$ cat src/rtl/uart_rx.sv
// 8N1 serial receiver with a one-entry holding register drained by valid/ready.
// Line fall to data_valid is 2 + HALF + 9*CLKS_PER_BIT + 1 cycles; RTS drops while the register is full.
module uart_rx #(
  parameter int CLK_FREQ = 150_000_000,
  parameter int BAUD     = 9600
) (
  input  logic       clk,
  input  logic       rst_n,
  input  logic       UARTn_RXD,
  output logic       UARTn_RTS,
  output logic [7:0] data_out,
  output logic       data_valid,
  input  logic       data_ready,
  output logic       frame_err,
  output logic       overrun_err
);

  // CLKS_PER_BIT must be at least 4 so that the mid-bit sample point is distinct from the bit edges.
  localparam int CLKS_PER_BIT = CLK_FREQ / BAUD;
  localparam int HALF         = CLKS_PER_BIT / 2;
  localparam int CW           = $clog2(CLKS_PER_BIT);

  localparam logic [CW-1:0] CNT_LAST = CW'(CLKS_PER_BIT - 1);
  localparam logic [CW-1:0] CNT_MID  = CW'(HALF - 1);

  localparam logic [2:0] S_IDLE    = 3'd0;
  localparam logic [2:0] S_START   = 3'd1;
  localparam logic [2:0] S_DATA    = 3'd2;
  localparam logic [2:0] S_STOP    = 3'd3;
  localparam logic [2:0] S_RECOVER = 3'd4;

  logic          rxd_m;
  logic          rxd_s;
  logic [2:0]    state;
  logic [2:0]    state_nx;
  logic [CW-1:0] cnt;
  logic [CW-1:0] cnt_nx;
  logic [2:0]    idx;
  logic [2:0]    idx_nx;
  logic [7:0]    shreg;
  logic [7:0]    shreg_nx;
  logic          stop_good;
  logic          stop_bad;
  logic          load;
  logic          valid_nx;

  always_ff @(posedge clk or negedge rst_n) begin
    if (!rst_n) begin
      rxd_m <= 1'b1;
      rxd_s <= 1'b1;
    end else begin
      rxd_m <= UARTn_RXD;
      rxd_s <= rxd_m;
    end
  end

  always_comb begin
    state_nx  = state;
    cnt_nx    = cnt + 1'b1;
    idx_nx    = idx;
    shreg_nx  = shreg;
    stop_good = 1'b0;
    stop_bad  = 1'b0;
    case (state)
      S_IDLE: begin
        cnt_nx = '0;
        if (!rxd_s) state_nx = S_START;
      end
      S_START: begin
        if (cnt == CNT_MID) begin
          cnt_nx   = '0;
          idx_nx   = 3'd0;
          state_nx = rxd_s ? S_IDLE : S_DATA;
        end
      end
      S_DATA: begin
        if (cnt == CNT_LAST) begin
          cnt_nx   = '0;
          shreg_nx = {rxd_s, shreg[7:1]};
          idx_nx   = idx + 3'd1;
          if (idx == 3'd7) state_nx = S_STOP;
        end
      end
      S_STOP: begin
        if (cnt == CNT_LAST) begin
          cnt_nx = '0;
          // Returning to IDLE at mid-stop lets the next start bit follow with no gap.
          if (rxd_s) begin
            stop_good = 1'b1;
            state_nx  = S_IDLE;
          end else begin
            stop_bad = 1'b1;
            state_nx = S_RECOVER;
          end
        end
      end
      S_RECOVER: begin
        cnt_nx = '0;
        if (rxd_s) state_nx = S_IDLE;
      end
      default: begin
        cnt_nx   = '0;
        state_nx = S_IDLE;
      end
    endcase
  end

  // A byte may load into a full register only when the current byte leaves in the same cycle.
  assign load     = stop_good && (!data_valid || data_ready);
  assign valid_nx = load ? 1'b1 : ((data_valid && data_ready) ? 1'b0 : data_valid);

  always_ff @(posedge clk or negedge rst_n) begin
    if (!rst_n) begin
      state       <= S_IDLE;
      cnt         <= '0;
      idx         <= 3'd0;
      shreg       <= 8'h00;
      data_out    <= 8'h00;
      data_valid  <= 1'b0;
      frame_err   <= 1'b0;
      overrun_err <= 1'b0;
      UARTn_RTS   <= 1'b0;
    end else begin
      state       <= state_nx;
      cnt         <= cnt_nx;
      idx         <= idx_nx;
      shreg       <= shreg_nx;
      if (load) data_out <= shreg;
      data_valid  <= valid_nx;
      frame_err   <= stop_bad;
      overrun_err <= stop_good && !load;
      UARTn_RTS   <= ~valid_nx;
    end
  end

endmodule

$ cat config.mk
export PLATFORM = sky130hd
export DESIGN_NAME = uart_rx
export DESIGN_NICKNAME = d
export VERILOG_FILES = /design/src/rtl/uart_rx.sv
export SDC_FILE = /design/constraint.sdc
export NUM_CORES = 1
export LEC_CHECK = 0
export ABC_AREA = 1
export BUFFER_PORTS_ARGS = -buffer_cell sky130_fd_sc_hd__buf_2
export CAP_MARGIN = 10
export CORE_ASPECT_RATIO = 0.9
export CORE_MARGIN = 2
export CORE_UTILIZATION = 45
export CTS_CLUSTER_DIAMETER = 60
export DETAILED_ROUTE_END_ITERATION = 8
export PLACE_DENSITY_LB_ADDON = 0.08
export SETUP_SLACK_MARGIN = 0.2
export SLEW_MARGIN = 5
export SYNTH_ARGS = -nofsm -noshare
export SYNTH_HDL_FRONTEND = slang
export SYNTH_SLANG_ARGS = --single-unit
$ cat constraint.sdc
create_clock -name clk -period 1.9 [get_ports clk]
set_input_delay 0.38 -clock clk [delete_from_list [all_inputs] [get_ports clk]]
set_output_delay 0.38 -clock clk [all_outputs]
set_load 0.02 [all_outputs]
==> reports/qor.csv, run 1 <==
stage,metric,value,unit
status,status,"complete, no violations",
layout,fin_area,2440,sq um
yosys,synth_edf_count,0,
floorplan,rows,23,
cts,worstSkewPairLatency,0.28,ns
setup_path,cp-start-kind,flop,
yosys,yosysWarningCount,0,
yosys,synth_common_cells,"nand2_1 (57), dfrtp_1 (40), inv_1 (36)",
floorplan,io_pins,16,
sta,finalCritPeriodShare,85.3,%
layout,drive_gt1_share,20.7,%
yosys,synth_cell_types,31,
cts,clock-sinks,42,
run,maxCapViolations,0,
yosys,synth_fp_nets,254,
placement,port_buffers,15,
routing,routed-via-count,1608,
yosys,post-synth-top-area-cell,dfrtp_1,
yosys,synth.most_common_cell,nand2_1,
global_route,gr-usage-all-layers,17.1,%
routing,drt_iter0_drc,93,
power,switching_share,21.1,%
setup_path,cp.arrival,1.80,ns
placement,placed_cell_area,2280,sq um
routing,drc_errors,0,
routing,wl,4100,um
yosys,synth_area,2100,sq um
sta,finalSetupViolations,0,
hold_path,holdCritPathClass,primary input to asynchronous set/reset pin,
routing,drtPass1Iterations,4,
yosys,async_flop_share,100,%
sta,fmax,617,MHz
cts,root_buffer,clkbuf_8,
routing,wl_per_cell,12.2,um
power,powerDensity,600,nW/um^2
setup_path,worstPathMaxFanout,16,
yosys,synth_top_area_share,47.7,%
yosys,synth.yosys.seq_area_share,50.2,%
layout,num_antenna_cells,0,
layout,nets,282,
floorplan,dieHeight,68.8,um
power,ir_worst_vdd,0.527,mV
yosys,ys_ff_latch,42,
floorplan,die_x,76,um
yosys,synthFlopType,dfrtp_1,
layout,n_fill_cell,433,
setup_path,end_kind,flop,
global_route,grt_max_degree,20,
cts,cts_buffer_depth,2,
setup_path,cp-startpoint,cnt[0]$_DFF_PN0_,
sta,slew_headroom,73.0,%
power,p_clk_share,37.0,%
placement,hpwl,3110,um
power,p_comb_share,1.7,%
power,power.leakage,0.00121,uW
routing,postRouteAntennaNets,0,
placement,place_congestion,0.887,
layout,syn_to_final_growth,16.4,%
sta,hold_violations,0,
setup_path,critPathRequiredTime,2.08,ns
global_route,grt_pass1_wl,7110,um
power,switchingPower,309,uW
sta,drv_slew,0,
floorplan,start_util,47.1,%
sta,rsz0062_at_grt,true,
cts,cts_buffers,5,
sta,fin_setup_tns,0,ns
power,internal_power,1160,uW
global_route,grt_overflow,0,
floorplan,dieArea,5230,sq um
floorplan,core-area,4460,sq um
setup_path,worstSetupPathType,flop to flop,
cts,cts_tree,built,
yosys,syn_avg_cell_area,8.53,sq um
sta,worst_clock_skew,0.00550,ns
yosys,netlist_instances,246,
sta,worstMarginPinSlew,0.405,ns
global_route,grt_pass1_vias,1507,
global_route,antenna_found_initial,0,
sta,fin_crit,1.62,ns
cts,h-tree-depth,2,
power,power_frac_seq,61.3,%
yosys,synth_area_leaders,"dfrtp_1 (48%), nand2_1 (10%), inv_1 (6.4%)",
routing,vias_per_cell,4.77,
setup_path,r2r-start,cnt[0]$_DFF_PN0_,
cts,clk_pin_slew,0.08,ns
## area by class of cell
type / instances / area, sq um / share of cell area [%]
clock buffers: 6 / 72.6 / 2.97
inverters: 37 / 139 / 5.68
clock inverters: 2 / 10.0 / 0.410
multi-input cells: 163 / 928 / 38.0
repair buffers: 25 / 163 / 6.66
flip-flops and latches: 42 / 1050 / 43.1
well taps: 62 / 77.6 / 3.17
## worst max-delay path: stages (launching register included)
cell     delay (ns)
dfrtp_1        0.41
inv_1          0.11
ha_4           0.17
nand4_4        0.12
nor3_4         0.30
nand3_4        0.11
buf_12         0.16
nand2_1        0.08
o21ai_2        0.05
## through the flow
stage                     hold slack [ns]  utilization (%)  cells  setup WS (ns)  power [uW]
after floorplan                    0.0844                -    246          0.393         918
after global placement              0.343             51.1    326          0.216         943
after detailed placement            0.339             51.1    326          0.192         943
after CTS                          0.0232             53.4    335          0.248        1490
after global routing               0.0278             54.8    337          0.164        1540
final                              0.0144             54.8    337          0.280        1470
## registers in the layout (all words and copies together) (netlist names), 3 cells and up
name and flops:
cnt 14, data_out 8, idx 3, shreg 8
state 3
## path summary, 6_finish.rpt
kind	slack (ns)	cells after the start	endpoint
worst min-delay path	0.01	1	overrun_err$_DFF_PN0_
max in group asynchronous	1.28	2	rxd_m$_DFF_PN1_
worst max-delay path	0.28	8	data_out[7]$_DFFE_PN0P_
worst max register to register	0.28	8	data_out[7]$_DFFE_PN0P_
worst min register to register	0.35	0	rxd_s$_DFF_PN1_
min in group clk	0.19	1	rxd_m$_DFF_PN1_
## cell families (layout without fill, tap and decap cells)
| logic type | after synthesis | count (layout) | share of synthesized area (%) |
|---|---|---|---|
| and+or+nand+nor | 118 | 118 | 26.7 |
| xor gates and xnor gates | 8 | 8 | 3.34 |
| adders and majority gates | 4 | 4 | 2.38 |
| buffers and inverters | 41 | 70 | 7.81 |
| DFF | 42 | 42 | 50.2 |
| AOI/OAI and AO/OA | 33 | 33 | 9.60 |
## power groups by stage
stage	clock network, uW	logic, uW	registers [uW]
floorplan	0	2.38	916
global placement	0	27.3	916
detailed placement	0	27.3	916
CTS	563	27.1	898
global route	611	30.4	899
finish	542	25.4	898
## layer usage
layer	wire length, um	part of all wire (%)	vias up	track usage, %
met4	44	1.1	0	4.32
met5	0	0	-	0
li1	-	-	847	-
met3	132	3.2	6	3.52
met2	1700	41	29	25.7
met1	2220	54	726	25.5
## layout by cell type (no fill, tap or decap), types with 2 or more instances in the layout
master and count:
a21oi_1 11, and3_1 3, buf_2 15, buf_4 9, clkbuf_8 5, clkinv_2 2, dfrtp_1 40, dfstp_2 2
ha_1 2, inv_1 36, nand2_1 55, nand2_2 4, nand3_1 16, nand3_4 2, nand4_1 3, nor2_1 19
nor2_4 2, nor3_1 8, o21ai_0 10, o21ai_2 8, xor2_1 7
## timing repair
item,CTS,global route
buffers inserted,1,2
hold buffers,0,0
pin swaps,1,1
gates resized for setup,0,10
endpoints found under the setup margin,3,23
(Power assumes the default switching activity.)
==> run 2, diff against run 1 <==
--- a/config.mk
+++ b/config.mk
@@ -5,7 +5,6 @@
 export SDC_FILE = /design/constraint.sdc
 export NUM_CORES = 1
 export LEC_CHECK = 0
-export ABC_AREA = 1
 export BUFFER_PORTS_ARGS = -buffer_cell sky130_fd_sc_hd__buf_2
 export CAP_MARGIN = 10
 export CORE_ASPECT_RATIO = 0.9
==> reports/qor.csv, run 2 <==
stage,metric,value,unit
status,status,"complete, no violations",
sta,finalSetupViolations,0,
power,p_comb_share,1.7,%
setup_path,critPathRequiredTime,2.08,ns
setup_path,end_kind,flop,
yosys,netlist_instances,158,
floorplan,start_util,46.5,%
sta,slew_headroom,68.9,%
setup_path,cp.arrival,1.96,ns
floorplan,dieArea,4720,sq um
yosys,synth_edf_count,0,
sta,fin_setup_tns,0,ns
floorplan,io_pins,16,
setup_path,crit_family,simple AND/OR/NAND/NOR gates,
routing,wl_per_cell,14.5,um
yosys,synth_common_cells,"dfrtp_1 (40), nor2_1 (20), mux2_2 (16)",
routing,drtPass1Iterations,4,
yosys,synth_area,1880,sq um
layout,largest_register_ffs,14,
cts,root_buffer,clkbuf_8,
global_route,grt_overflow,0,
sta,finalCritPeriodShare,93.5,%
yosys,synth_top_area_share,53.2,%
routing,vias_per_cell,5.27,
layout,top_register,cnt,
layout,largest_registers,"cnt: 14 flops, data_out: 8 flops, shreg: 8 flops",
yosys,synth_fp_nets,166,
yosys,ys_ff_latch,42,
yosys,syn_avg_cell_area,11.9,sq um
floorplan,dieHeight,65.4,um
setup_path,worstPathCellList,or4_4 > nor3_4 > nand2_2 > mux2_4,
global_route,met2_usage,25.6,%
routing,drc_errors,0,
floorplan,core-area,4050,sq um
placement,port_buffers,15,
yosys,synth_area_leaders,"dfrtp_1 (53%), mux2_2 (9.6%), xnor2_1 (4.7%)",
sta,rsz0062_at_grt,true,
sta,worst_clock_skew,0.00739,ns
sta,hold_violations,0,
floorplan,die_x,72.2,um
cts,cts_buffer_depth,2,
sta,fin_crit,1.78,ns
layout,nets,204,
cts,clock-sinks,42,
routing,drt_iter0_drc,42,
routing,routed-via-count,1291,
setup_path,worstSetupPathType,flop to flop,
run,maxCapViolations,0,
sta,drv_slew,0,
global_route,grt_pass1_vias,1293,
global_route,grt_max_degree,23,
yosys,synth.yosys.seq_area_share,55.9,%
yosys,synth.most_common_cell,dfrtp_1,
power,switchingPower,325,uW
cts,cts_tree,built,
layout,num_antenna_cells,0,
global_route,busiest_layer,met2,
power,power_frac_seq,60.4,%
layout,layout_common_cells,"dfrtp_1 (40), nor2_1 (19), buf_2 (15)",
yosys,async_flop_share,100,%
power,switching_share,21.8,%
power,ir_worst_vdd,0.436,mV
cts,clk_pin_slew,0.08,ns
global_route,grtUsageMet1,23.0,%
yosys,synthFlopType,dfrtp_1,
sta,hold_slack,0.0294,ns
power,power.leakage,0.00108,uW
layout,final_common_cell,dfrtp_1,
placement,place_congestion,0.777,
cts,worstSkewPairLatency,0.29,ns
yosys,synth_cell_types,37,
cts,h-tree-depth,2,
power,powerDensity,638,nW/um^2
setup_path,worstPathMaxFanout,4,
setup_path,crit_path_top_delay_cell,or4_4,
power,p_clk_share,37.8,%
layout,syn_to_final_growth,24.0,%
global_route,gr-usage-all-layers,16.9,%
floorplan,rows,22,
global_route,antenna_found_initial,0,
global_route,grt_use_met3,4.29,%
routing,postRouteAntennaNets,0,
sta,fmax,563,MHz
sta,worstMarginPinSlew,0.467,ns
routing,wl,3560,um
setup_path,cp-start-kind,flop,
placement,hpwl,2540,um
hold_path,holdCritPathClass,primary input to asynchronous set/reset pin,
yosys,yosysWarningCount,0,
global_route,grt_pass1_wl,5980,um
layout,drive_gt1_share,37.1,%
setup_path,r2r_setup_slack,0.12,ns
power,internal_power,1160,uW
setup_path,cp_num_buf_inv,0,
yosys,post-synth-top-area-cell,dfrtp_1,
setup_path,max_stage_delay,0.59,ns
cts,cts_buffers,5,
-- run 2: worst paths after layout --
kind,from,endpoint,cells past startpoint
setup / recovery,cnt[5]$_DFF_PN0_,shreg[0]$_DFFE_PN0P_,4
hold / removal,rst_n,cnt[10]$_DFF_PN0_,1
setup reg to reg,cnt[5]$_DFF_PN0_,shreg[0]$_DFFE_PN0P_,4
hold reg to reg,rxd_m$_DFF_PN1_,rxd_s$_DFF_PN1_,0
max in group asynchronous,rst_n,state[2]$_DFFE_PN0P_,2
min in group clk,UARTn_RXD,rxd_m$_DFF_PN1_,1
-- run 2: worst register-to-register path, cell delays in order (launching register included) --
cell,delay [ns]
dfrtp_1,0.39
or4_4,0.59
nor3_4,0.22
nand2_2,0.15
mux2_4,0.32
-- run 2: metal layers --
layer  vias up  wire length (um)
li1        630                 -
met1       630              1750
met2        24              1590
met3         7               154
met4         0                58
met5         -                 0
-- run 2: area by class of cell --
type	count	area, sq um
Inverter	7	26.3
Timing Repair Buffer	32	231
Fill cell	352	1710
Multi-Input combinational cell	108	877
Clock inverter	2	13.8
Clock buffer	6	72.6
Tap cell	48	60.1
Sequential cell	42	1050
-- run 2: cell families (layout without fill, tap and decap cells) --
group                    count (synthesis)  in the layout  synth area share (%)
AO/OA/AOI/OAI                            9              9                  4.25
XOR/XNOR                                12             12                  5.58
adder cells (fa/ha/maj)                  4              4                  2.66
buffers and inverters                    9             47                  2.19
flip-flops                              42             42                  55.9
multiplexers                            16             16                  9.57
AND/OR/NAND/NOR                         66             67                  19.8
-- run 2: metrics by stage --
step,instance area (sq um),setup WS (ns),instances,util (%),power [uW]
after floorplan,1890,0.150,158,-,918
after global placement,2130,0.0714,232,52.7,944
after detailed placement,2130,0.0347,232,52.7,944
after CTS,2280,0.132,243,56.3,1500
after global routing,2330,0.0668,245,57.7,1550
final,2330,0.124,245,57.7,1490
-- run 2: what timing repair did --
action | in CTS | in global routing
pin swaps | 2 | 6
endpoints found under the hold margin | 0 | 0
hold buffers | 0 | 0
setup endpoints to repair | 30 | 37
gates resized for setup | 6 | 8
setup buffers | 2 | 2
cloned | 1 | 0
-- run 2: power groups by stage --
stage          Clock, uW  Combinational (uW)  Sequential [uW]
5_1_grt              617                30.7              900
2_1_floorplan          0                1.93              916
6_report             563                25.8              900
4_1_cts              576                27.8              899
3_5_place_dp           0                27.3              917
3_3_place_gp           0                27.0              917
==> run 3, diff against run 2 <==
--- a/config.mk
+++ b/config.mk
@@ -5,10 +5,11 @@
 export SDC_FILE = /design/constraint.sdc
 export NUM_CORES = 1
 export LEC_CHECK = 0
+export ABC_CLOCK_PERIOD_IN_PS = 1900
 export BUFFER_PORTS_ARGS = -buffer_cell sky130_fd_sc_hd__buf_2
 export CAP_MARGIN = 10
 export CORE_ASPECT_RATIO = 0.9
-export CORE_MARGIN = 2
+export CORE_MARGIN = 3
 export CORE_UTILIZATION = 45
 export CTS_CLUSTER_DIAMETER = 60
 export DETAILED_ROUTE_END_ITERATION = 8
==> reports/qor.csv, run 3 (same netlist as run 2, synthesis figures left out) <==
stage,metric,value,unit
cts,worstSkewPairLatency,0.29,ns
power,ir_worst_vdd,0.599,mV
cts,h-tree-depth,2,
layout,num_antenna_cells,0,
cts,clock-sinks,42,
layout,nets,207,
sta,fmax,560,MHz
setup_path,r2r-end,shreg[0]$_DFFE_PN0P_,
power,powerDensity,727,nW/um^2
hold_path,holdCritPathClass,primary input to asynchronous set/reset pin,
sta,fin_setup_tns,0,ns
routing,drtPass1Iterations,4,
layout,fin_area,2430,sq um
global_route,grt_pass1_vias,1350,
routing,drc_errors,0,
routing,wl_per_cell,15.2,um
floorplan,die_x,74.2,um
setup_path,end_kind,flop,
setup_path,cp-start-kind,flop,
floorplan,core-area,3860,sq um
setup_path,reg2reg_depth,8,
global_route,gr-usage-all-layers,17.3,%
sta,rsz0062_at_grt,true,
sta,finalSetupViolations,0,
sta,slew_headroom,59.1,%
layout,top_register,cnt,
cts,cts_buffer_depth,2,
routing,drt_iter0_drc,74,
global_route,grt_max_degree,29,
routing,vias_per_cell,5.37,
layout,largest_register_ffs,14,
layout,syn_to_final_growth,29.0,%
setup_path,worstPathMaxFanout,5,
floorplan,io_pins,16,
routing,routed-via-count,1320,
layout,largest_registers,"cnt: 14 flops, data_out: 8 flops, shreg: 8 flops",
layout,final_common_cell,dfrtp_1,
status,status,"complete, no violations",
placement,place_congestion,0.849,
routing,wl,3740,um
sta,drv_slew,0,
setup_path,cp.arrival,1.97,ns
setup_path,r2r_setup_slack,0.11,ns
floorplan,rows,21,
layout,n_fill_cell,297,
cts,cts_buffers,5,
cts,hold_buffers,0,
sta,hold_slack,0.0889,ns
setup_path,r2r-start,cnt[1]$_DFF_PN0_,
floorplan,dieArea,5000,sq um
run,maxCapViolations,0,
power,power.leakage,0.00112,uW
cts,root_buffer,clkbuf_8,
power,finalPower,1770,uW
sta,worstMarginPinSlew,0.613,ns
placement,hpwl,2550,um
global_route,grt_overflow,0,
sta,finalCritPeriodShare,94.0,%
setup_path,critPathRequiredTime,2.08,ns
cts,cts_tree,built,
global_route,antenna_found_initial,0,
cts,clk_pin_slew,0.08,ns
sta,worst_clock_skew,0.00208,ns
floorplan,dieHeight,67.4,um
layout,drive_gt1_share,44.0,%
placement,placed_cell_area,2110,sq um
placement,port_buffers,15,
sta,fin_crit,1.79,ns
setup_path,worstSetupPathType,flop to flop,
sta,hold_violations,0,
floorplan,start_util,48.8,%
layout,layout_common_cells,"dfrtp_1 (40), mux2_2 (16), buf_2 (15)",
global_route,grt_pass1_wl,6490,um
routing,postRouteAntennaNets,0,
==> run 3: cell count changes in the layout (fill, tap and decap cells not counted), moves of 2 or more <==
| cell | before | now |
|---|---|---|
| nor2_1 | 19 | 9 |
| nor2_2 | 1 | 9 |
| buf_6 | 1 | 7 |
| buf_12 | 2 | 0 |
| bufinv_16 | 0 | 2 |
| mux2_2 | 14 | 16 |
| mux2_4 | 2 | 0 |
| nor2_4 | 0 | 2 |
==> run 3: worst max path at each step <==
stage / from / end / cells past startpoint
6_report: cnt[1]$_DFF_PN0_ / shreg[0]$_DFFE_PN0P_ / 8
5_1_grt: cnt[6]$_DFF_PN0_ / cnt[6]$_DFF_PN0_ / 5
4_1_cts: cnt[6]$_DFF_PN0_ / shreg[0]$_DFFE_PN0P_ / 5
3_5_place_dp: cnt[5]$_DFF_PN0_ / shreg[2]$_DFFE_PN0P_ / 4
3_3_place_gp: cnt[5]$_DFF_PN0_ / data_out[4]$_DFFE_PN0P_ / 4
2_1_floorplan: cnt[2]$_DFF_PN0_ / cnt[13]$_DFF_PN0_ / 5
==> run 3: final cells by class <==
| cell class | instances | area [sq um] | area share (%) |
|---|---|---|---|
| tap | 46 | 57.6 | 2.37 |
| timing repair buffer | 36 | 259 | 10.7 |
| clock inverter | 3 | 68.8 | 2.83 |
| inverter | 7 | 26.3 | 1.08 |
| multi-input combinational | 107 | 895 | 36.8 |
| sequential | 42 | 1050 | 43.4 |
| clock buffer | 5 | 68.8 | 2.83 |
==> run 3: critical path, cell delays in order (launching register included) <==
cell and delay, ns:
dfrtp_1 0.41, inv_1 0.07, ha_2 0.20, nand4bb_4 0.15, nor3_4 0.23, buf_6 0.14
nand2_2 0.07, buf_6 0.14, mux2_2 0.27
==> run 3: what timing repair did <==
action	in CTS	in global routing
pin swaps	8	7
setup buffers	5	3
gates resized for setup	19	13
hold endpoints to repair	0	0
setup endpoints to repair	31	37
==> run 3: metrics by stage <==
stage,instances,util [%],worst slack (ns)
2_1_floorplan,158,-,0.150
3_3_place_gp,230,54.5,0.106
3_5_place_dp,230,54.5,0.0450
4_1_cts,243,60.6,0.0824
5_1_grt,246,62.9,0.0475
6_report,246,62.9,0.114
==> run 3: where the power goes <==
group | switching [uW] | total (uW) | internal (uW)
Clock | 315 | 841 | 526
Combinational | 18.6 | 24.7 | 6.09
Sequential | 2.75 | 900 | 897
==> run 3: layer usage <==
layer  GRT usage [%]  vias up  share of wire (%)
met5               0        -                  0
met1            24.5      655                 49
met4            7.69        0                1.3
met3            4.32        6                3.3
met2            25.1       23                 46
li1                -      636                  -
